==> src/rtl/ps2_key_decoder_pkg.sv <==
// ps2_key_decoder_pkg
//   Shared definitions for the PS/2 keyboard front end:
//   - PS/2 set-2 prefix/control scancodes
//   - game key codes (0 = no key)
//   - decoder state type and per-event flag struct
//   - scan_to_key(): scancode (+ extended context) -> key code
package ps2_key_decoder_pkg;

    // Prefix / control scancodes
    localparam logic [7:0] SC_F0 = 8'hF0;   // break prefix
    localparam logic [7:0] SC_E0 = 8'hE0;   // extended prefix
    localparam logic [7:0] SC_E1 = 8'hE1;   // pause-sequence prefix
    localparam logic [7:0] SC_AA = 8'hAA;   // self-test passed
    localparam logic [7:0] SC_FA = 8'hFA;   // acknowledge
    localparam logic [7:0] SC_EE = 8'hEE;   // echo
    localparam logic [7:0] SC_FE = 8'hFE;   // resend request

    // Width of the native key code space produced by scan_to_key()
    localparam int unsigned KEY_ID_W = 5;

    localparam logic [KEY_ID_W-1:0] KEY_NONE  = 5'd0;
    localparam logic [KEY_ID_W-1:0] KEY_Q     = 5'd1;
    localparam logic [KEY_ID_W-1:0] KEY_W     = 5'd2;
    localparam logic [KEY_ID_W-1:0] KEY_E     = 5'd3;
    localparam logic [KEY_ID_W-1:0] KEY_R     = 5'd4;
    localparam logic [KEY_ID_W-1:0] KEY_T     = 5'd5;
    localparam logic [KEY_ID_W-1:0] KEY_Y     = 5'd6;
    localparam logic [KEY_ID_W-1:0] KEY_U     = 5'd7;
    localparam logic [KEY_ID_W-1:0] KEY_I     = 5'd8;
    localparam logic [KEY_ID_W-1:0] KEY_O     = 5'd9;
    localparam logic [KEY_ID_W-1:0] KEY_P     = 5'd10;
    localparam logic [KEY_ID_W-1:0] KEY_A     = 5'd11;
    localparam logic [KEY_ID_W-1:0] KEY_S     = 5'd12;
    localparam logic [KEY_ID_W-1:0] KEY_D     = 5'd13;
    localparam logic [KEY_ID_W-1:0] KEY_F     = 5'd14;
    localparam logic [KEY_ID_W-1:0] KEY_G     = 5'd15;
    localparam logic [KEY_ID_W-1:0] KEY_H     = 5'd16;
    localparam logic [KEY_ID_W-1:0] KEY_J     = 5'd17;
    localparam logic [KEY_ID_W-1:0] KEY_K     = 5'd18;
    localparam logic [KEY_ID_W-1:0] KEY_L     = 5'd19;
    localparam logic [KEY_ID_W-1:0] KEY_Z     = 5'd20;
    localparam logic [KEY_ID_W-1:0] KEY_X     = 5'd21;
    localparam logic [KEY_ID_W-1:0] KEY_C     = 5'd22;
    localparam logic [KEY_ID_W-1:0] KEY_V     = 5'd23;
    localparam logic [KEY_ID_W-1:0] KEY_B     = 5'd24;
    localparam logic [KEY_ID_W-1:0] KEY_N     = 5'd25;
    localparam logic [KEY_ID_W-1:0] KEY_M     = 5'd26;
    localparam logic [KEY_ID_W-1:0] KEY_ENTER = 5'd27;
    localparam logic [KEY_ID_W-1:0] KEY_ESC   = 5'd28;
    localparam logic [KEY_ID_W-1:0] KEY_BKSP  = 5'd29;
    localparam logic [KEY_ID_W-1:0] KEY_LEFT  = 5'd30;
    localparam logic [KEY_ID_W-1:0] KEY_RIGHT = 5'd31;

    // Decoder prefix-tracking states
    typedef enum logic [1:0] {
        ST_IDLE,
        ST_BRK,
        ST_EXT,
        ST_EXT_BRK
    } dec_state_t;

    // Per-event flags stored alongside the key code in the event FIFO
    typedef struct packed {
        logic brk;   // key up
        logic rpt;   // make for a key already held
    } evt_flags_t;

    localparam int unsigned EVT_FLAG_W = $bits(evt_flags_t);

    function automatic logic [KEY_ID_W-1:0] scan_to_key(input logic [7:0] sc,
                                                         input logic       ext);
        logic [KEY_ID_W-1:0] k;
        k = KEY_NONE;
        if (ext) begin
            case (sc)
                8'h6B:   k = KEY_LEFT;
                8'h74:   k = KEY_RIGHT;
                default: k = KEY_NONE;
            endcase
        end else begin
            case (sc)
                8'h15:   k = KEY_Q;
                8'h1D:   k = KEY_W;
                8'h24:   k = KEY_E;
                8'h2D:   k = KEY_R;
                8'h2C:   k = KEY_T;
                8'h35:   k = KEY_Y;
                8'h3C:   k = KEY_U;
                8'h43:   k = KEY_I;
                8'h44:   k = KEY_O;
                8'h4D:   k = KEY_P;
                8'h1C:   k = KEY_A;
                8'h1B:   k = KEY_S;
                8'h23:   k = KEY_D;
                8'h2B:   k = KEY_F;
                8'h34:   k = KEY_G;
                8'h33:   k = KEY_H;
                8'h3B:   k = KEY_J;
                8'h42:   k = KEY_K;
                8'h4B:   k = KEY_L;
                8'h1A:   k = KEY_Z;
                8'h22:   k = KEY_X;
                8'h21:   k = KEY_C;
                8'h2A:   k = KEY_V;
                8'h32:   k = KEY_B;
                8'h31:   k = KEY_N;
                8'h3A:   k = KEY_M;
                8'h5A:   k = KEY_ENTER;
                8'h76:   k = KEY_ESC;
                8'h66:   k = KEY_BKSP;
                default: k = KEY_NONE;
            endcase
        end
        return k;
    endfunction

endpackage

==> src/rtl/ps2_key_decoder_frame_rx.sv <==
// ps2_key_decoder_frame_rx
//   PS/2 device-to-host frame receiver.
//   Ports:
//     clk, rst_n      system clock, synchronous active-low reset
//     PS2Clk, PS2Data raw asynchronous PS/2 lines
//     rx_byte         last correctly received data byte
//     byte_valid      one-cycle pulse: rx_byte holds a new byte
//     frame_err       one-cycle pulse: start/parity/stop error or mid-frame timeout
module ps2_key_decoder_frame_rx #(
    parameter int unsigned FILTER_LEN     = 8,
    parameter int unsigned TIMEOUT_CYCLES = 100000
) (
    input  logic       clk,
    input  logic       rst_n,
    input  logic       PS2Clk,
    input  logic       PS2Data,
    output logic [7:0] rx_byte,
    output logic       byte_valid,
    output logic       frame_err
);

    localparam int unsigned FLT_W = $clog2(FILTER_LEN + 1);
    localparam int unsigned TMR_W = $clog2(TIMEOUT_CYCLES + 1);
    localparam logic [FLT_W-1:0] FLT_LAST = FLT_W'(FILTER_LEN - 1);
    localparam logic [TMR_W-1:0] TMR_LAST = TMR_W'(TIMEOUT_CYCLES - 1);

    logic             clk_meta, clk_sync, clk_filt, clk_prev;
    logic             dat_meta, dat_sync, dat_filt;
    logic [FLT_W-1:0] clk_cnt, dat_cnt;
    logic [3:0]       bit_cnt;
    logic [9:0]       shreg;
    logic [TMR_W-1:0] timer;
    logic             fall;

    // Synchronisers and glitch filters. A filtered level flips only after
    // FILTER_LEN consecutive samples disagree with it; any agreeing sample
    // restarts the count.
    always_ff @(posedge clk) begin
        if (!rst_n) begin
            clk_meta <= 1'b1;
            clk_sync <= 1'b1;
            clk_filt <= 1'b1;
            clk_cnt  <= '0;
            dat_meta <= 1'b1;
            dat_sync <= 1'b1;
            dat_filt <= 1'b1;
            dat_cnt  <= '0;
            clk_prev <= 1'b1;
        end else begin
            clk_meta <= PS2Clk;
            clk_sync <= clk_meta;
            dat_meta <= PS2Data;
            dat_sync <= dat_meta;
            clk_prev <= clk_filt;

            if (clk_sync == clk_filt) begin
                clk_cnt <= '0;
            end else if (clk_cnt == FLT_LAST) begin
                clk_filt <= clk_sync;
                clk_cnt  <= '0;
            end else begin
                clk_cnt <= clk_cnt + 1'b1;
            end

            if (dat_sync == dat_filt) begin
                dat_cnt <= '0;
            end else if (dat_cnt == FLT_LAST) begin
                dat_filt <= dat_sync;
                dat_cnt  <= '0;
            end else begin
                dat_cnt <= dat_cnt + 1'b1;
            end
        end
    end

    assign fall = clk_prev & ~clk_filt;

    // Bits enter at shreg[9] and move down, so after ten edges shreg[0] is
    // the start bit, shreg[8:1] the data and shreg[9] the parity bit; the
    // stop bit is checked straight off the line on the eleventh edge.
    always_ff @(posedge clk) begin
        if (!rst_n) begin
            bit_cnt    <= '0;
            shreg      <= '0;
            timer      <= '0;
            rx_byte    <= '0;
            byte_valid <= 1'b0;
            frame_err  <= 1'b0;
        end else begin
            byte_valid <= 1'b0;
            frame_err  <= 1'b0;
            if (fall) begin
                timer <= '0;
                if (bit_cnt == 4'd10) begin
                    bit_cnt <= '0;
                    if (!shreg[0] && dat_filt && (^shreg[9:1])) begin
                        rx_byte    <= shreg[8:1];
                        byte_valid <= 1'b1;
                    end else begin
                        frame_err <= 1'b1;
                    end
                end else begin
                    shreg   <= {dat_filt, shreg[9:1]};
                    bit_cnt <= bit_cnt + 4'd1;
                end
            end else if (bit_cnt != 4'd0) begin
                if (timer == TMR_LAST) begin
                    bit_cnt   <= '0;
                    timer     <= '0;
                    frame_err <= 1'b1;
                end else begin
                    timer <= timer + 1'b1;
                end
            end
        end
    end

endmodule

==> src/rtl/ps2_key_decoder.sv <==
// ps2_key_decoder
//   PS/2 keyboard front end: frame reception, E0/F0 prefix decoding,
//   scancode-to-key mapping, held-key bitmap and a ready/valid event FIFO.
//   Ports:
//     clk, rst_n      system clock, synchronous active-low reset
//     PS2Clk, PS2Data raw asynchronous PS/2 lines
//     evt_valid       FIFO head holds an event
//     evt_ready       consumer accepts the head event
//     evt_code        key code of head event
//     evt_release     head event is a key release
//     evt_repeat      head event is a make for a key already held
//     key_down        bit k set while key code k is held (bit 0 unused)
//     frame_err       one-cycle pulse on a bad or timed-out frame
//     overflow        one-cycle pulse when an event is dropped (FIFO full)
module ps2_key_decoder
    import ps2_key_decoder_pkg::*;
#(
    parameter int unsigned CODE_W         = 5,
    parameter int unsigned FILTER_LEN     = 8,
    parameter int unsigned TIMEOUT_CYCLES = 100000,
    parameter int unsigned FIFO_DEPTH     = 4
) (
    input  logic                 clk,
    input  logic                 rst_n,
    input  logic                 PS2Clk,
    input  logic                 PS2Data,
    output logic                 evt_valid,
    input  logic                 evt_ready,
    output logic [CODE_W-1:0]    evt_code,
    output logic                 evt_release,
    output logic                 evt_repeat,
    output logic [2**CODE_W-1:0] key_down,
    output logic                 frame_err,
    output logic                 overflow
);

    localparam int unsigned NUM_KEYS = 2**CODE_W;
    localparam int unsigned PTR_W    = $clog2(FIFO_DEPTH);
    localparam int unsigned CNT_W    = PTR_W + 1;

    logic [7:0] rx_byte;
    logic       byte_valid;

    ps2_key_decoder_frame_rx #(
        .FILTER_LEN    (FILTER_LEN),
        .TIMEOUT_CYCLES(TIMEOUT_CYCLES)
    ) u_rx (
        .clk       (clk),
        .rst_n     (rst_n),
        .PS2Clk    (PS2Clk),
        .PS2Data   (PS2Data),
        .rx_byte   (rx_byte),
        .byte_valid(byte_valid),
        .frame_err (frame_err)
    );

    // ---------------------------------------------------------------
    // Prefix decoder
    // ---------------------------------------------------------------
    dec_state_t          state;
    logic [KEY_ID_W-1:0] mapped;
    logic                code_ok;
    logic                is_ignored;
    logic                emit_vld;
    logic                emit_brk;
    logic [CODE_W-1:0]   emit_code;

    assign mapped  = scan_to_key(rx_byte, (state == ST_EXT) || (state == ST_EXT_BRK));
    // Keys whose code does not fit in CODE_W bits are dropped like unmapped ones.
    assign code_ok = (mapped != KEY_NONE) && (32'(mapped) < NUM_KEYS);
    assign is_ignored = (rx_byte == SC_E1) || (rx_byte == SC_AA) || (rx_byte == SC_FA) ||
                        (rx_byte == SC_EE) || (rx_byte == SC_FE);

    always_ff @(posedge clk) begin
        if (!rst_n) begin
            state     <= ST_IDLE;
            emit_vld  <= 1'b0;
            emit_brk  <= 1'b0;
            emit_code <= '0;
        end else begin
            emit_vld <= 1'b0;
            if (frame_err) begin
                state <= ST_IDLE;
            end else if (byte_valid) begin
                case (state)
                    ST_IDLE: begin
                        if (rx_byte == SC_E0) begin
                            state <= ST_EXT;
                        end else if (rx_byte == SC_F0) begin
                            state <= ST_BRK;
                        end else if (!is_ignored) begin
                            emit_vld  <= code_ok;
                            emit_brk  <= 1'b0;
                            emit_code <= CODE_W'(mapped);
                        end
                    end
                    ST_BRK: begin
                        emit_vld  <= code_ok;
                        emit_brk  <= 1'b1;
                        emit_code <= CODE_W'(mapped);
                        state     <= ST_IDLE;
                    end
                    ST_EXT: begin
                        if (rx_byte == SC_F0) begin
                            state <= ST_EXT_BRK;
                        end else begin
                            emit_vld  <= code_ok;
                            emit_brk  <= 1'b0;
                            emit_code <= CODE_W'(mapped);
                            state     <= ST_IDLE;
                        end
                    end
                    ST_EXT_BRK: begin
                        emit_vld  <= code_ok;
                        emit_brk  <= 1'b1;
                        emit_code <= CODE_W'(mapped);
                        state     <= ST_IDLE;
                    end
                    default: state <= ST_IDLE;
                endcase
            end
        end
    end

    // ---------------------------------------------------------------
    // Key bitmap and event FIFO
    // ---------------------------------------------------------------
    logic [CODE_W-1:0] mem_code [FIFO_DEPTH];
    evt_flags_t        mem_flg  [FIFO_DEPTH];
    logic [PTR_W-1:0]  wr_ptr, rd_ptr;
    logic [CNT_W-1:0]  count;
    logic              full, do_pop, do_push;
    evt_flags_t        new_flg;

    assign full    = (count == CNT_W'(FIFO_DEPTH));
    assign do_pop  = evt_valid && evt_ready;
    // A pop in the same cycle frees the slot, so a full FIFO still accepts.
    assign do_push = emit_vld && (!full || do_pop);

    // Repeat is judged against the bitmap before this event updates it.
    assign new_flg.brk = emit_brk;
    assign new_flg.rpt = !emit_brk && key_down[emit_code];

    always_ff @(posedge clk) begin
        if (!rst_n) begin
            wr_ptr   <= '0;
            rd_ptr   <= '0;
            count    <= '0;
            key_down <= '0;
            overflow <= 1'b0;
        end else begin
            overflow <= emit_vld && full && !do_pop;
            if (emit_vld) begin
                key_down[emit_code] <= !emit_brk;
            end
            if (do_push) begin
                mem_code[wr_ptr] <= emit_code;
                mem_flg[wr_ptr]  <= new_flg;
                wr_ptr           <= wr_ptr + 1'b1;
            end
            if (do_pop) begin
                rd_ptr <= rd_ptr + 1'b1;
            end
            case ({do_push, do_pop})
                2'b10:   count <= count + 1'b1;
                2'b01:   count <= count - 1'b1;
                default: count <= count;
            endcase
        end
    end

    // Head fields are forced to zero when empty so stale entries never show.
    assign evt_valid   = (count != '0);
    assign evt_code    = evt_valid ? mem_code[rd_ptr]    : '0;
    assign evt_release = evt_valid ? mem_flg[rd_ptr].brk : 1'b0;
    assign evt_repeat  = evt_valid ? mem_flg[rd_ptr].rpt : 1'b0;

endmodule

==> config.mk <==
export PLATFORM = sky130hd
export DESIGN_NAME = ps2_key_decoder
export DESIGN_NICKNAME = d
export VERILOG_FILES = /design/src/rtl/ps2_key_decoder_pkg.sv /design/src/rtl/ps2_key_decoder_frame_rx.sv /design/src/rtl/ps2_key_decoder.sv
export SDC_FILE = /design/constraint.sdc
export NUM_CORES = 1
export LEC_CHECK = 0
export CAP_MARGIN = 20
export CORE_ASPECT_RATIO = 1.25
export CORE_UTILIZATION = 55
export DETAILED_ROUTE_END_ITERATION = 10
export PLACE_DENSITY = 0.75
export SLEW_MARGIN = 20
export SYNTH_ARGS = -nofsm -noshare
export SYNTH_HDL_FRONTEND = slang
export SYNTH_SLANG_ARGS = --single-unit
==> constraint.sdc <==
create_clock -name clk -period 11.6 [get_ports clk]
set_clock_uncertainty 0.1 [all_clocks]
set_input_delay 2.32 -clock clk [delete_from_list [all_inputs] [get_ports clk]]
set_output_delay 2.32 -clock clk [all_outputs]
set_load 0.05 [all_outputs]
# Word level (Yosys, flattened, before mapping)
# Memory sizes are Yosys's and may differ from the RTL's. A register that Yosys moved wholly into a read port is not among the register bits.
# Index checks and enable logic that the tools add are counted.
word_totals:
  register_bits: 105
  mem_bits_rw: 28
  rom_bits: 640
  out_inout_bits: 42
  elab_cells: 162
  n_memories: 3
classes:
  add_sub_neg: 8
  magnitude_cmp: 2
  n_eq_ne: 26
  n_mux: 51
  n_bitwise: 8
  reduce_logical: 40
memory_table:
  columns: ["name", "depth", "word_bits", "read_ports", "rd_clocked_by_memory_dff", "write_ports", "line", "text"]
  rows:
  - ["(name not given)", 128, 5, 1, 1, 0, "ps2_key_decoder_pkg.sv:81", "case (sc)"]
  - ["mem_code", 4, 5, 1, 1, 1, "ps2_key_decoder.sv:128", "logic [CODE_W-1:0] mem_code [FIFO_DEPTH];"]
  - ["mem_flg", 4, 2, 1, 1, 1, "ps2_key_decoder.sv:129", "evt_flags_t mem_flg [FIFO_DEPTH];"]
op_table:
  columns: ["operator", "n"]
  rows:
  - ["8-bit == test (second input constant)", 7]
  - ["5-bit two-way mux", 7]
  - ["32-bit bitwise mux", 1]
  - ["1-bit two-way mux", 21]
  - ["17-bit by 1-bit adder with 17-bit output (second input constant)", 1]
  - ["17-bit == test (second input constant)", 1]
  - ["17-bit two-way mux", 1]
  - ["8-bit by 7-bit == test with 1-bit output (second input constant)", 2]
  - ["4-bit two-way mux", 4]
  - ["5-bit case mux with 3 select lines", 1]
  - ["2-bit two-way mux", 7]
  - ["7-bit two-way mux", 2]
  - ["4-bit by 1-bit adder with 4-bit output (second input constant)", 3]
  - ["5-bit case mux with 2 select lines", 1]
  - ["2-bit AND reduction", 5]
  - ["3-bit OR reduction", 3]
  - ["9-bit parity", 1]
  - ["4-bit by 3-bit == test with 1-bit output (second input constant)", 2]
  - ["1-bit logical AND", 8]
  - ["2-bit != test (second input constant)", 4]
  - ["1-bit inverter", 7]
  - ["2-bit == test (second input constant)", 3]
  - ["1-bit logical OR", 6]
  - ["5-bit by 6-bit < comparator with 1-bit output (second input constant)", 1]
  - ["other kinds (24)", 36]

# Depth between registers and ports, before layout
# Gate-level depths: netlist of the first run.
logic_depth:
  ltp_word: 9
  ltp_mapped: 16
  depth_no_buf: 14

# Cells and area by module
# From an unflattened synthesis of the first run, not the netlist that was laid out.
hier_totals:
  cells_unflattened: 729
  area_unflattened_um2: 6845.3
modules_own_cells:
  columns: ["mod", "n_inst", "cells_each", "area_per_inst_um2", "seq_area_each_um2"]
  rows:
  - ["ps2_key_decoder", 1, 449, 4286.6, 1861.8]
  - ["ps2_key_decoder_frame_rx", 1, 280, 2558.7, 1121.1]

# Worst setup path after synthesis of the first run
# Ideal clock, no wire load.
synth_timing:
  path_kind: "input port to flip-flop"
  start: "input rst_n"
  end: "register with a tool-made name"
  t_arrival_ps: 4557
  t_required_ps: 11378
  setup_slack_ps: 6821
  cell_stages: 11
  n_path_buf: 3
  path_cell_list: "clkbuf_1 clkbuf_1 clkbuf_1 nor2b_1 inv_1 ha_1 inv_1 nor2_1 a211oi_1 o22ai_1 a311o_1"
synth_rtl:
  columns: ["element", "line", "text"]
  rows:
  - ["from (decl)", "ps2_key_decoder.sv:24", "input logic rst_n,"]

==> results of run 1 <==
## power groups by stage
stage / combinational, mW / sequential (mW) / clock (mW)
finish: 0.0115 / 0.496 / 0.548
global route: 0.0126 / 0.495 / 0.579
CTS: 0.0116 / 0.495 / 0.557
detailed placement: 0.0115 / 0.506 / 0
global placement: 0.0111 / 0.506 / 0
floorplan: 0.00857 / 0.506 / 0
## synth_stat cells (5+ instances only)
| library cell | n |
|---|---|
| sky130_fd_sc_hd__a211o_1 | 5 |
| sky130_fd_sc_hd__a21boi_0 | 34 |
| sky130_fd_sc_hd__a21oi_1 | 18 |
| sky130_fd_sc_hd__and2_1 | 14 |
| sky130_fd_sc_hd__and3_1 | 9 |
| sky130_fd_sc_hd__buf_2 | 5 |
| sky130_fd_sc_hd__clkbuf_1 | 35 |
| sky130_fd_sc_hd__dfxtp_1 | 112 |
| sky130_fd_sc_hd__edfxtp_1 | 28 |
| sky130_fd_sc_hd__ha_1 | 19 |
| sky130_fd_sc_hd__inv_1 | 28 |
| sky130_fd_sc_hd__mux2i_1 | 13 |
| sky130_fd_sc_hd__mux4_2 | 15 |
| sky130_fd_sc_hd__nand2_1 | 73 |
| sky130_fd_sc_hd__nand2b_1 | 16 |
| sky130_fd_sc_hd__nand3_1 | 31 |
| sky130_fd_sc_hd__nand3b_1 | 11 |
| sky130_fd_sc_hd__nand4_1 | 9 |
| sky130_fd_sc_hd__nor2_1 | 65 |
| sky130_fd_sc_hd__nor2b_1 | 15 |
| sky130_fd_sc_hd__nor3_1 | 10 |
| sky130_fd_sc_hd__o211a_1 | 11 |
| sky130_fd_sc_hd__o21ai_0 | 37 |
| sky130_fd_sc_hd__or3_1 | 27 |
| sky130_fd_sc_hd__xnor2_1 | 13 |
| sky130_fd_sc_hd__xor2_1 | 19 |
## flip-flops by register name, indices dropped and copies added, names as in the netlist, 5 cells and up, named ones only
register and flops:
emit_code 5, mem_flg 8, u_rx.rx_byte 8, mem_code 20
u_rx.shreg 10, u_rx.timer 17, key_down 32
## worst paths after layout
kind	startpoint	to	slack (ns)	cells past startpoint
setup / recovery	flip-flop	evt_code[3]	6.72	3
hold / removal	u_rx.clk_meta	u_rx.clk_sync	0.33	1
setup reg to reg	u_rx.shreg[4]	flip-flop	7.34	10
hold reg to reg	u_rx.clk_meta	u_rx.clk_sync	0.33	1
## cells by family after synthesis
group | count (synthesis) | share of synthesized area, %
xor+xnor | 34 | 4.65
simple gates | 302 | 22.1
fa+ha+maj | 20 | 3.67
buf+inv | 79 | 4.59
flops | 140 | 43.9
mux | 33 | 7.62
compound gates | 139 | 13.5
## routing by layer
layer / track usage [%] / vias to the layer above
met5: 0 / -
met4: 7.79 / 0
met3: 4.67 / 13
met2: 42.7 / 115
met1: 28.8 / 2638
li1: - / 2674
## worst register-to-register path, delay by kind of cell, from the launching register on
| kind | cells | cell delay, ns |
|---|---|---|
| buf+inv | 1 | 0.22 |
| simple gates | 2 | 0.96 |
| fa+ha+maj | 1 | 0.26 |
| compound gates | 3 | 0.69 |
| flops | 1 | 0.51 |
| mux | 2 | 0.96 |
| xor+xnor | 1 | 0.45 |
## layout make-up
| class | instances | area (sq um) | share of cell area (%) |
|---|---|---|---|
| multi-input combinational | 528 | 3620 | 44.8 |
| sequential | 140 | 3080 | 38.1 |
| clock buffer | 21 | 472 | 5.83 |
| timing repair buffer | 47 | 463 | 5.72 |
| tap | 164 | 205 | 2.54 |
| clock inverter | 11 | 130 | 1.61 |
| inverter | 31 | 116 | 1.44 |
==> results.ini, run 1 <==
[status]
status = finished, final reports clean

[place]
place_worst_setup_slack_ns = 6.62
port-buffer-count = 46
placedCellCount = 910
hpwlAfterDp_mm = 10.2
gpl.final_weighted_congestion = 0.871
placed_cell_area_sq_um = 7490

[worst_setup_path]
critical_path_buf_inv_count = 1
crit_family = buffers and inverters
timing.critical_path.cells = mux4_2, and2_1, clkdlybuf4s50_1
maximum_single_stage_delay_on_the_critical_path_ns = 0.69
timing.critical_path.from_type = flip-flop
critical_path.endpoint_type = primary output
worst_ep_required_time_ns = 9.18
critPathKind = reg2out
critPathMaxFanout = 7
worst-endpoint-arrival_ns = 2.46
critical_path_top_delay_cell = sky130_fd_sc_hd__clkdlybuf4s50_1

[floorplanning]
rows = 45
placeableCoreArea_sq_um = 12300
die_h_um = 128
pin_count = 47
design.die.area_sq_um = 13200
start_util_pct = 57.3
floorplan.die.width_um = 103

[drt]
avgRoutedWirePerCell_um = 15.8
route.vias.total = 5440
routed_wirelength_mm = 14.9
routed_via_density = 5.77
detail_route.first_pass.iterations = 5
routed-wl-met3_um = 536
routed.top_layer = met4
ant_nets = 0
met1_wire_length_mm = 6.24
drcViolationCount = 0
met2_wirelength_mm = 7.96
dr.first_iter.drc_count = 313

[grt]
grt_use_total_pct = 24.0
grt_overflow_total = 0
grt_max_degree = 102
grt_antenna_before_repair = 0
via_count_of_the_first_global_routing_pass = 5281
grt_first_pass_wirelength_mm = 25.0

[yosys]
postSynthCellCount = 747
synth.top_cell.area_share_pct = 31.9
yosysSeqAreaShare_pct = 43.9
post_synth_num_cell_types = 63
postSynthNetCount = 772
post_synth_instance_area_sq_um = 7030
ys_dominant_reg_cell = sky130_fd_sc_hd__dfxtp_1
synth.avg_cell_area_sq_um = 9.41
synth-warning-count = 0
cell_accounting_for_the_most_synthesized_area = sky130_fd_sc_hd__dfxtp_1
asyncSetResetFlopFracSynth_pct = 0
synth_enable_flop_cells = 28
ys_ff_latch = 140
synth.area.top_cells = sky130_fd_sc_hd__dfxtp_1, sky130_fd_sc_hd__edfxtp_1, sky130_fd_sc_hd__mux4_2

[sta]
timing.final.crit_share_pct = 42.1
hold_viol_final = 0
post-route-worst-setup-slack_ns = 6.72
timing_max_transition_violations_final = 0
grt_setup_unrepaired = no
max_clk_rate_mhz = 205
max_slew_margin_pct = 41.5
finalSetupViolCount = 0
fin_hold_ws_ns = 0.327
final.min_clock_period_ns = 4.88
fin_setup_tns_ns = 0
worstMarginPinSlew_ns = 0.858

[cells_and_area]
finish.cell_count_without_fillers = 942
post-route-cell-area_sq_um = 8090
final_net_count = 790
final_cell_mix = sky130_fd_sc_hd__dfxtp_1, sky130_fd_sc_hd__nand2_1, sky130_fd_sc_hd__nor2_1
share_of_final_layout_standard_cells_stronger_than_drive_strength_1_pct = 8.10
fin_util_pct = 65.9
synthToLayoutAreaGrowth_pct = 15.2
mostFrequentLayoutCell = sky130_fd_sc_hd__dfxtp_1
antenna_diode_instance_count = 0
fillCellCount = 995

[cts]
tritoncts = yes
path_clk_slew_ns = 0.06
clock_insertion_delay_worst_skew_ns = 0.41
cts_hold_buf = 0
postCtsSetupBuffers = 0
cts-root-to-sink-buffers = 2
clock_sink_count = 140
clock_tree.root_cell = sky130_fd_sc_hd__clkbuf_16
cts-resized-gates = 0
numCtsBuffers = 17
h_tree_lvls = 4

[flow_run]
cap_violations = 0

[power_and_ir_drop]
part_of_the_total_power_dissipated_in_the_clock_network_pct = 52.0
report.power.total_mw = 1.06
worst_ir_drop_vdd_mv = 0.128
power.internal_uw = 838
sequentialPowerShare_pct = 47.0
power_density_nw_per_um2 = 130
swShare_pct = 20.6
cellLeakagePower_nw = 2.92
p_comb_share_pct = 1.1
switchingPower_uw = 218

[min_path]
hold_class = reg2reg

No activity file was read; power rests on OpenSTA's default activity.
==> inputs of run 2 (changes only) <==
Settings changed: CORE_UTILIZATION 55 to 54, PLACE_DENSITY 0.75 to 0.77.
Clock period 11.6 ns to 4.3 ns, I/O delays scaled along.
==> run 2 against run 1 <==
Compared with the run above: cell count rose by 0.53%; sequential cell count unchanged; count of clock-buffer cells in the layout grew 2; highest routed layer unchanged; clock power rose to 2.7 times the previous value; first-iteration DRC count fell by 6.7%; total power grew to 2.7 times the previous value; cell area rose by 0.25%; largest cell class unchanged; combinational power rose to 2.7 times the previous value; critical path depth increased by 7; largest power group unchanged; sequential power increased to 2.7 times the previous value; die area increased by 1.8%.
==> results.ini, run 2 (same netlist as run 1, synthesis figures left out) <==
[drt]
detail_route.first_pass.iterations = 5  ; unchanged
route.vias.total = 5488  ; was 5,440
routed_wirelength_mm = 15.4  ; was 14.9 mm
avgRoutedWirePerCell_um = 16.3  ; was 15.8 um
routed_via_density = 5.80  ; was 5.77
dr.first_iter.drc_count = 292  ; was 313
ant_nets = 0  ; unchanged
drcViolationCount = 0  ; unchanged

[cts]
postCtsSetupBuffers = 0  ; unchanged
cts_hold_buf = 0  ; unchanged
clock_insertion_delay_worst_skew_ns = 0.42  ; was 0.41 ns
tritoncts = yes  ; unchanged
cts-root-to-sink-buffers = 2  ; unchanged
numCtsBuffers = 17  ; unchanged
cts-resized-gates = 0  ; unchanged
h_tree_lvls = 4  ; unchanged
path_clk_slew_ns = 0.06  ; about the same
clock_tree.root_cell = sky130_fd_sc_hd__clkbuf_16  ; unchanged
clock_sink_count = 140  ; unchanged

[worst_setup_path]
critPathKind = reg2reg  ; was reg2out
critPathMaxFanout = 12  ; was 7
worst_ep_required_time_ns = 4.50  ; was 9.18 ns
crit-reg2reg-launch = u_rx.shreg[4]  ; unchanged
critical_path.endpoint_type = flip-flop  ; was primary output
ff2ff_path_depth = 10  ; unchanged
maximum_single_stage_delay_on_the_critical_path_ns = 0.49  ; was 0.69 ns
timing.critical_path.from_type = flip-flop  ; unchanged
critical_path_top_delay_cell = sky130_fd_sc_hd__nor2b_1  ; was sky130_fd_sc_hd__clkdlybuf4s50_1
startpoint = u_rx.shreg[4]
timing.critical_path.cells = xor3_1, or4_4, mux2i_4, mux2i_1, nor2b_1, inv_2, ha_1, o21ai_0, o22ai_1, a311o_1  ; was mux4_2, and2_1, clkdlybuf4s50_1
setup.reg_to_reg.worst_slack_ns = 0.49  ; was 7.34 ns
worst-endpoint-arrival_ns = 4.01  ; was 2.46 ns

[place]
placed_cell_area_sq_um = 7510  ; was 7490 sq um
gpl.final_weighted_congestion = 0.840  ; was 0.871
placedCellCount = 916  ; was 910
port-buffer-count = 46  ; unchanged
hpwlAfterDp_mm = 10.5  ; was 10.2 mm

[floorplanning]
pin_count = 47  ; unchanged
die_h_um = 130  ; was 128 um
start_util_pct = 55.3  ; was 57.3%
floorplan.die.width_um = 104  ; was 103 um
design.die.area_sq_um = 13500  ; was 13,200 sq um
placeableCoreArea_sq_um = 12700  ; was 12,300 sq um
rows = 46  ; was 45

[sta]
max_slew_margin_pct = 41.9  ; was 41.5%
hold_viol_final = 0  ; unchanged
finalSetupViolCount = 0  ; unchanged
final.min_clock_period_ns = 3.81
max_clk_rate_mhz = 263
grt_setup_unrepaired = no  ; unchanged
worstMarginPinSlew_ns = 0.871  ; was 0.858 ns
timing_max_transition_violations_final = 0  ; unchanged
timing.final.crit_share_pct = 88.5
fin_setup_tns_ns = 0  ; unchanged

[cells_and_area]
final_cell_mix = sky130_fd_sc_hd__dfxtp_1, sky130_fd_sc_hd__nand2_1, sky130_fd_sc_hd__nor2_1  ; unchanged
final_net_count = 792  ; was 790
post-route-cell-area_sq_um = 8110  ; was 8090 sq um
largest_register_ffs = 32  ; unchanged
mostFrequentLayoutCell = sky130_fd_sc_hd__dfxtp_1  ; unchanged
registers.top_by_ff_count = key_down  ; unchanged
fin_util_pct = 63.8  ; was 65.9%
finish.cell_count_without_fillers = 947  ; was 942
biggestRegsByFlops = key_down (32), mem_code (20), u_rx.timer (17)  ; unchanged
synthToLayoutAreaGrowth_pct = 15.4  ; was 15.2%
share_of_final_layout_standard_cells_stronger_than_drive_strength_1_pct = 8.09  ; was 8.10%
antenna_diode_instance_count = 0  ; unchanged

[status]
status = finished, final reports clean  ; unchanged

[grt]
grt.met3_usage_pct = 4.53  ; was 4.67%
grt_max_degree = 84  ; was 102
grt_use_met1_pct = 25.8  ; was 28.8%
groute.layer.met2.usage_pct = 45.1  ; was 42.7%
grt_overflow_total = 0  ; unchanged
global_route.peak_usage_layer = met2  ; unchanged
via_count_of_the_first_global_routing_pass = 5402  ; was 5,281
grt_first_pass_wirelength_mm = 25.7  ; was 25.0 mm
grt_antenna_before_repair = 0  ; unchanged
grt_use_total_pct = 23.9  ; was 24.0%

[min_path]
worstHoldPathCells = 1  ; unchanged
min_delay_endpoint = u_rx.clk_sync  ; unchanged
hold_class = reg2reg  ; unchanged
min-delay-start = u_rx.clk_meta  ; unchanged

[power_and_ir_drop]
report.power.total_mw = 2.86  ; was 1.06 mW
worst_ir_drop_vdd_mv = 0.290  ; was 0.128 mV
power_density_nw_per_um2 = 352  ; was 130 nW/um^2
cellLeakagePower_nw = 2.93  ; was 2.92 nW

[flow_run]
cap_violations = 0  ; unchanged

run 2: layer usage:
| metal | wire (um) | vias to the layer above |
|---|---|---|
| li1 | - | 2689 |
| met1 | 6290 | 2624 |
| met2 | 8180 | 134 |
| met3 | 505 | 41 |
| met4 | 448 | 0 |
| met5 | 0 | - |
run 2: area by class of cell:
type / count / area, sq um
repair buffers: 49 / 478
clock inverters: 8 / 108
multi-input cells: 528 / 3620
well taps: 168 / 210
flip-flops and latches: 140 / 3080
fillers: 980 / 4610
inverters: 31 / 116
clock buffers: 23 / 494
run 2: where the power goes:
group / switching (mW) / leakage (nW) / internal (mW)
clock network: 0.558 / 0.291 / 0.930
registers: 0.00110 / 1.19 / 1.34
logic: 0.0192 / 1.45 / 0.0114
run 2: through the flow:
stage / setup slack, ns / hold WS [ns]
6_report: 0.493 / 0.308
5_1_grt: 0.261 / 0.342
4_1_cts: 0.562 / 0.312
3_5_place_dp: 0.558 / 0.298
3_3_place_gp: 0.605 / 0.289
2_1_floorplan: 0.632 / 0.286
run 2: how the worst max path moves through the flow:
stage | cells past startpoint | slack (ns) | end
after global placement | 10 | 0.60 | flip-flop
after global routing | 12 | 0.26 | flip-flop
after CTS | 10 | 0.56 | flip-flop
after detailed placement | 10 | 0.56 | flip-flop
after floorplan | 14 | 0.63 | flip-flop
final | 10 | 0.49 | flip-flop
run 2: critical path: cells and delay by family, from the launching register on:
kind	cells	cell delay, ns
AOI/OAI and AO/OA	3	0.64
adders and majority gates	1	0.28
buffers and inverters	1	0.21
and+or+nand+nor	2	0.93
xor gates and xnor gates	1	0.43
muxes	2	0.62
DFF	1	0.48
==> inputs of run 3 (changes only) <==
Settings changed: CORE_UTILIZATION 54 to 55, CTS_BUF_LIST set to sky130_fd_sc_hd__clkbuf_4 sky130_fd_sc_hd__clkbuf_8, HOLD_SLACK_MARGIN set to 0.12, PLACE_DENSITY 0.77 to 0.78, TNS_END_PERCENT set to 20.
==> run 3 against run 2 <==
Compared with the run above: clock power is 27% lower; register-to-register slack better by 0.16 ns; sequential power hardly changed; largest power group is now registers; count of clock-buffer cells in the layout is 5 lower; first-iteration DRC count is 11% lower; non-clock buffer count is 2 higher; fmax is 4.5% higher; utilization is 0.82 points higher; largest cell class unchanged; via count is 0.24% higher; die area is 1.8% lower.
==> results.ini, run 3 (same netlist as run 1, synthesis figures left out) <==
[status]
status = finished, final reports clean  ; unchanged

[cells_and_area]
registers.top_by_ff_count = key_down  ; unchanged
final_net_count = 794  ; was 792
biggestRegsByFlops = key_down (32), mem_code (20), u_rx.timer (17)  ; unchanged
multi_input_area_sq_um = 3620  ; unchanged
largest_register_ffs = 32  ; unchanged
final_cell_mix = sky130_fd_sc_hd__dfxtp_1, sky130_fd_sc_hd__nand2_1, sky130_fd_sc_hd__nor2_1  ; unchanged
mostFrequentLayoutCell = sky130_fd_sc_hd__dfxtp_1  ; unchanged
share_of_final_layout_standard_cells_stronger_than_drive_strength_1_pct = 8.82  ; was 8.09%
synthToLayoutAreaGrowth_pct = 12.8  ; was 15.4%
fin_util_pct = 64.6  ; was 63.8%
fillCellCount = 998  ; was 980
ff_latch_area_sq_um = 3080  ; unchanged
antenna_diode_instance_count = 0  ; unchanged

[place]
gpl.final_weighted_congestion = 0.885  ; was 0.840
hpwlAfterDp_mm = 10.6  ; was 10.5 mm
port-buffer-count = 46  ; unchanged

[cts]
cts-root-to-sink-buffers = 2  ; unchanged
path_clk_slew_ns = 0.08  ; was 0.06 ns
cts-resized-gates = 0  ; unchanged
clock_tree.root_cell = sky130_fd_sc_hd__clkbuf_8  ; was sky130_fd_sc_hd__clkbuf_16
cts_hold_buf = 0  ; unchanged
tritoncts = yes  ; unchanged
h_tree_lvls = 4  ; unchanged
numCtsBuffers = 17  ; unchanged
postCtsSetupBuffers = 0  ; unchanged
clock_sink_count = 140  ; unchanged
clock_insertion_delay_worst_skew_ns = 0.45  ; was 0.42 ns

[sta]
max_clk_rate_mhz = 274  ; was 263 MHz
timing.final.crit_share_pct = 84.7  ; was 88.5%
max_slew_margin_pct = 40.2  ; was 41.9%
timing_max_transition_violations_final = 0  ; unchanged
grt_setup_unrepaired = no  ; unchanged
worstMarginPinSlew_ns = 0.896  ; was 0.871 ns
hold_viol_final = 0  ; unchanged
final.min_clock_period_ns = 3.64  ; was 3.81 ns
fin_setup_tns_ns = 0  ; unchanged
finalSetupViolCount = 0  ; unchanged

[drt]
detail_route.first_pass.iterations = 5  ; unchanged
avgRoutedWirePerCell_um = 16.0  ; was 16.3 um
dr.first_iter.drc_count = 260  ; was 292
route.vias.total = 5501  ; was 5,488
drcViolationCount = 0  ; unchanged
routed_wirelength_mm = 15.2  ; was 15.4 mm
routed_via_density = 5.82  ; was 5.80
ant_nets = 0  ; unchanged

[grt]
groute.layer.met2.usage_pct = 43.2  ; was 45.1%
global_route.peak_usage_layer = met2  ; unchanged
grt_first_pass_wirelength_mm = 25.4  ; was 25.7 mm
grt_max_degree = 44  ; was 84
grt_use_met1_pct = 28.1  ; was 25.8%
grt_antenna_before_repair = 0  ; unchanged
grt.met3_usage_pct = 4.83  ; was 4.53%
via_count_of_the_first_global_routing_pass = 5451  ; was 5,402
grt_use_total_pct = 24.6  ; was 23.9%
grt_overflow_total = 0  ; unchanged

[worst_setup_path]
timing.critical_path.cells = xor3_1, or4_4, mux2i_4, mux2i_1, nor2b_1, inv_1, ha_1, inv_1, nor2_1, a211oi_1, o22ai_1, a311o_1  ; was xor3_1, or4_4, mux2i_4, mux2i_1, nor2b_1, inv_2, ha_1, o21ai_0, o22ai_1, a311o_1
critical_path_top_delay_cell = sky130_fd_sc_hd__dfxtp_1  ; was sky130_fd_sc_hd__nor2b_1
worst-endpoint-arrival_ns = 3.88  ; was 4.01 ns
maximum_single_stage_delay_on_the_critical_path_ns = 0.47  ; was 0.49 ns
cp_common_cell = sky130_fd_sc_hd__inv_1
critPathMaxFanout = 8  ; was 12
critPathKind = reg2reg  ; unchanged
critical_path.endpoint_type = flip-flop  ; unchanged
worst_ep_required_time_ns = 4.54  ; was 4.50 ns
crit_family = simple AND/OR/NAND/NOR gates  ; unchanged
timing.critical_path.from_type = flip-flop  ; unchanged
critical_path_buf_inv_count = 2  ; was 1

[floorplanning]
start_util_pct = 57.3  ; was 55.3%
floorplan.die.width_um = 103  ; was 104 um
die_h_um = 128  ; was 130 um
rows = 45  ; was 46
design.die.area_sq_um = 13200  ; was 13,500 sq um
placeableCoreArea_sq_um = 12300  ; was 12,700 sq um
pin_count = 47  ; unchanged

[power_and_ir_drop]
worst_ir_drop_vdd_mv = 0.278  ; was 0.290 mV
power_density_nw_per_um2 = 309  ; was 352 nW/um^2
cellLeakagePower_nw = 2.86  ; was 2.93 nW

[flow_run]
cap_violations = 0  ; unchanged

[min_path]
hold_class = reg2reg  ; unchanged

## run 3: worst reg2reg max path, cell delays in order (launching register included)
cell and delay (ns):
sky130_fd_sc_hd__dfxtp_1 0.47, sky130_fd_sc_hd__xor3_1 0.43, sky130_fd_sc_hd__or4_4 0.45, sky130_fd_sc_hd__mux2i_4 0.31, sky130_fd_sc_hd__mux2i_1 0.15, sky130_fd_sc_hd__nor2b_1 0.35
sky130_fd_sc_hd__inv_1 0.17, sky130_fd_sc_hd__ha_1 0.27, sky130_fd_sc_hd__inv_1 0.10, sky130_fd_sc_hd__nor2_1 0.07, sky130_fd_sc_hd__a211oi_1 0.20, sky130_fd_sc_hd__o22ai_1 0.13
sky130_fd_sc_hd__a311o_1 0.33
## run 3: metrics by stage
| step | total power, mW | cells | hold WS [ns] | setup slack [ns] | area, sq um |
|---|---|---|---|---|---|
| final | 2.45 | 946 | 0.320 | 0.656 | 7930 |
| after global routing | 2.53 | 946 | 0.353 | 0.435 | 7930 |
| after CTS | 2.47 | 946 | 0.325 | 0.694 | 7930 |
| after detailed placement | 1.40 | 914 | 0.300 | 0.725 | 7520 |
| after global placement | 1.40 | 914 | 0.295 | 0.742 | 7520 |
| after floorplan | 1.39 | 747 | 0.286 | 0.632 | 7030 |
## run 3: final timing paths
kind,startpoint,end,slack (ns),cells after the start
hold / removal,u_rx.dat_meta,u_rx.dat_sync,0.32,1
setup reg to reg,u_rx.shreg[4],flip-flop,0.66,12
setup / recovery,u_rx.shreg[4],flip-flop,0.66,12
hold reg to reg,u_rx.dat_meta,u_rx.dat_sync,0.32,1
## run 3: power by group
part           total (mW)  internal, mW  leakage, nW  switching (mW)
Combinational      0.0315        0.0118         1.46          0.0197
Sequential           1.33          1.33         1.19         0.00110
Clock                1.09         0.543        0.206           0.544
## run 3: routing by layer
layer / share of wire, % / up-vias
met5: 0 / -
met3: 4.3 / 40
li1: - / 2681
met4: 2.8 / 0
met2: 52 / 159
met1: 41 / 2621
## run 3: layout make-up
| cell class | count | share of cell area (%) |
|---|---|---|
| Timing Repair Buffer | 51 | 6.22 |
| Sequential cell | 140 | 38.9 |
| Inverter | 31 | 1.47 |
| Multi-Input combinational cell | 528 | 45.7 |
| Clock inverter | 14 | 2.02 |
| Tap cell | 164 | 2.59 |
| Clock buffer | 18 | 3.12 |
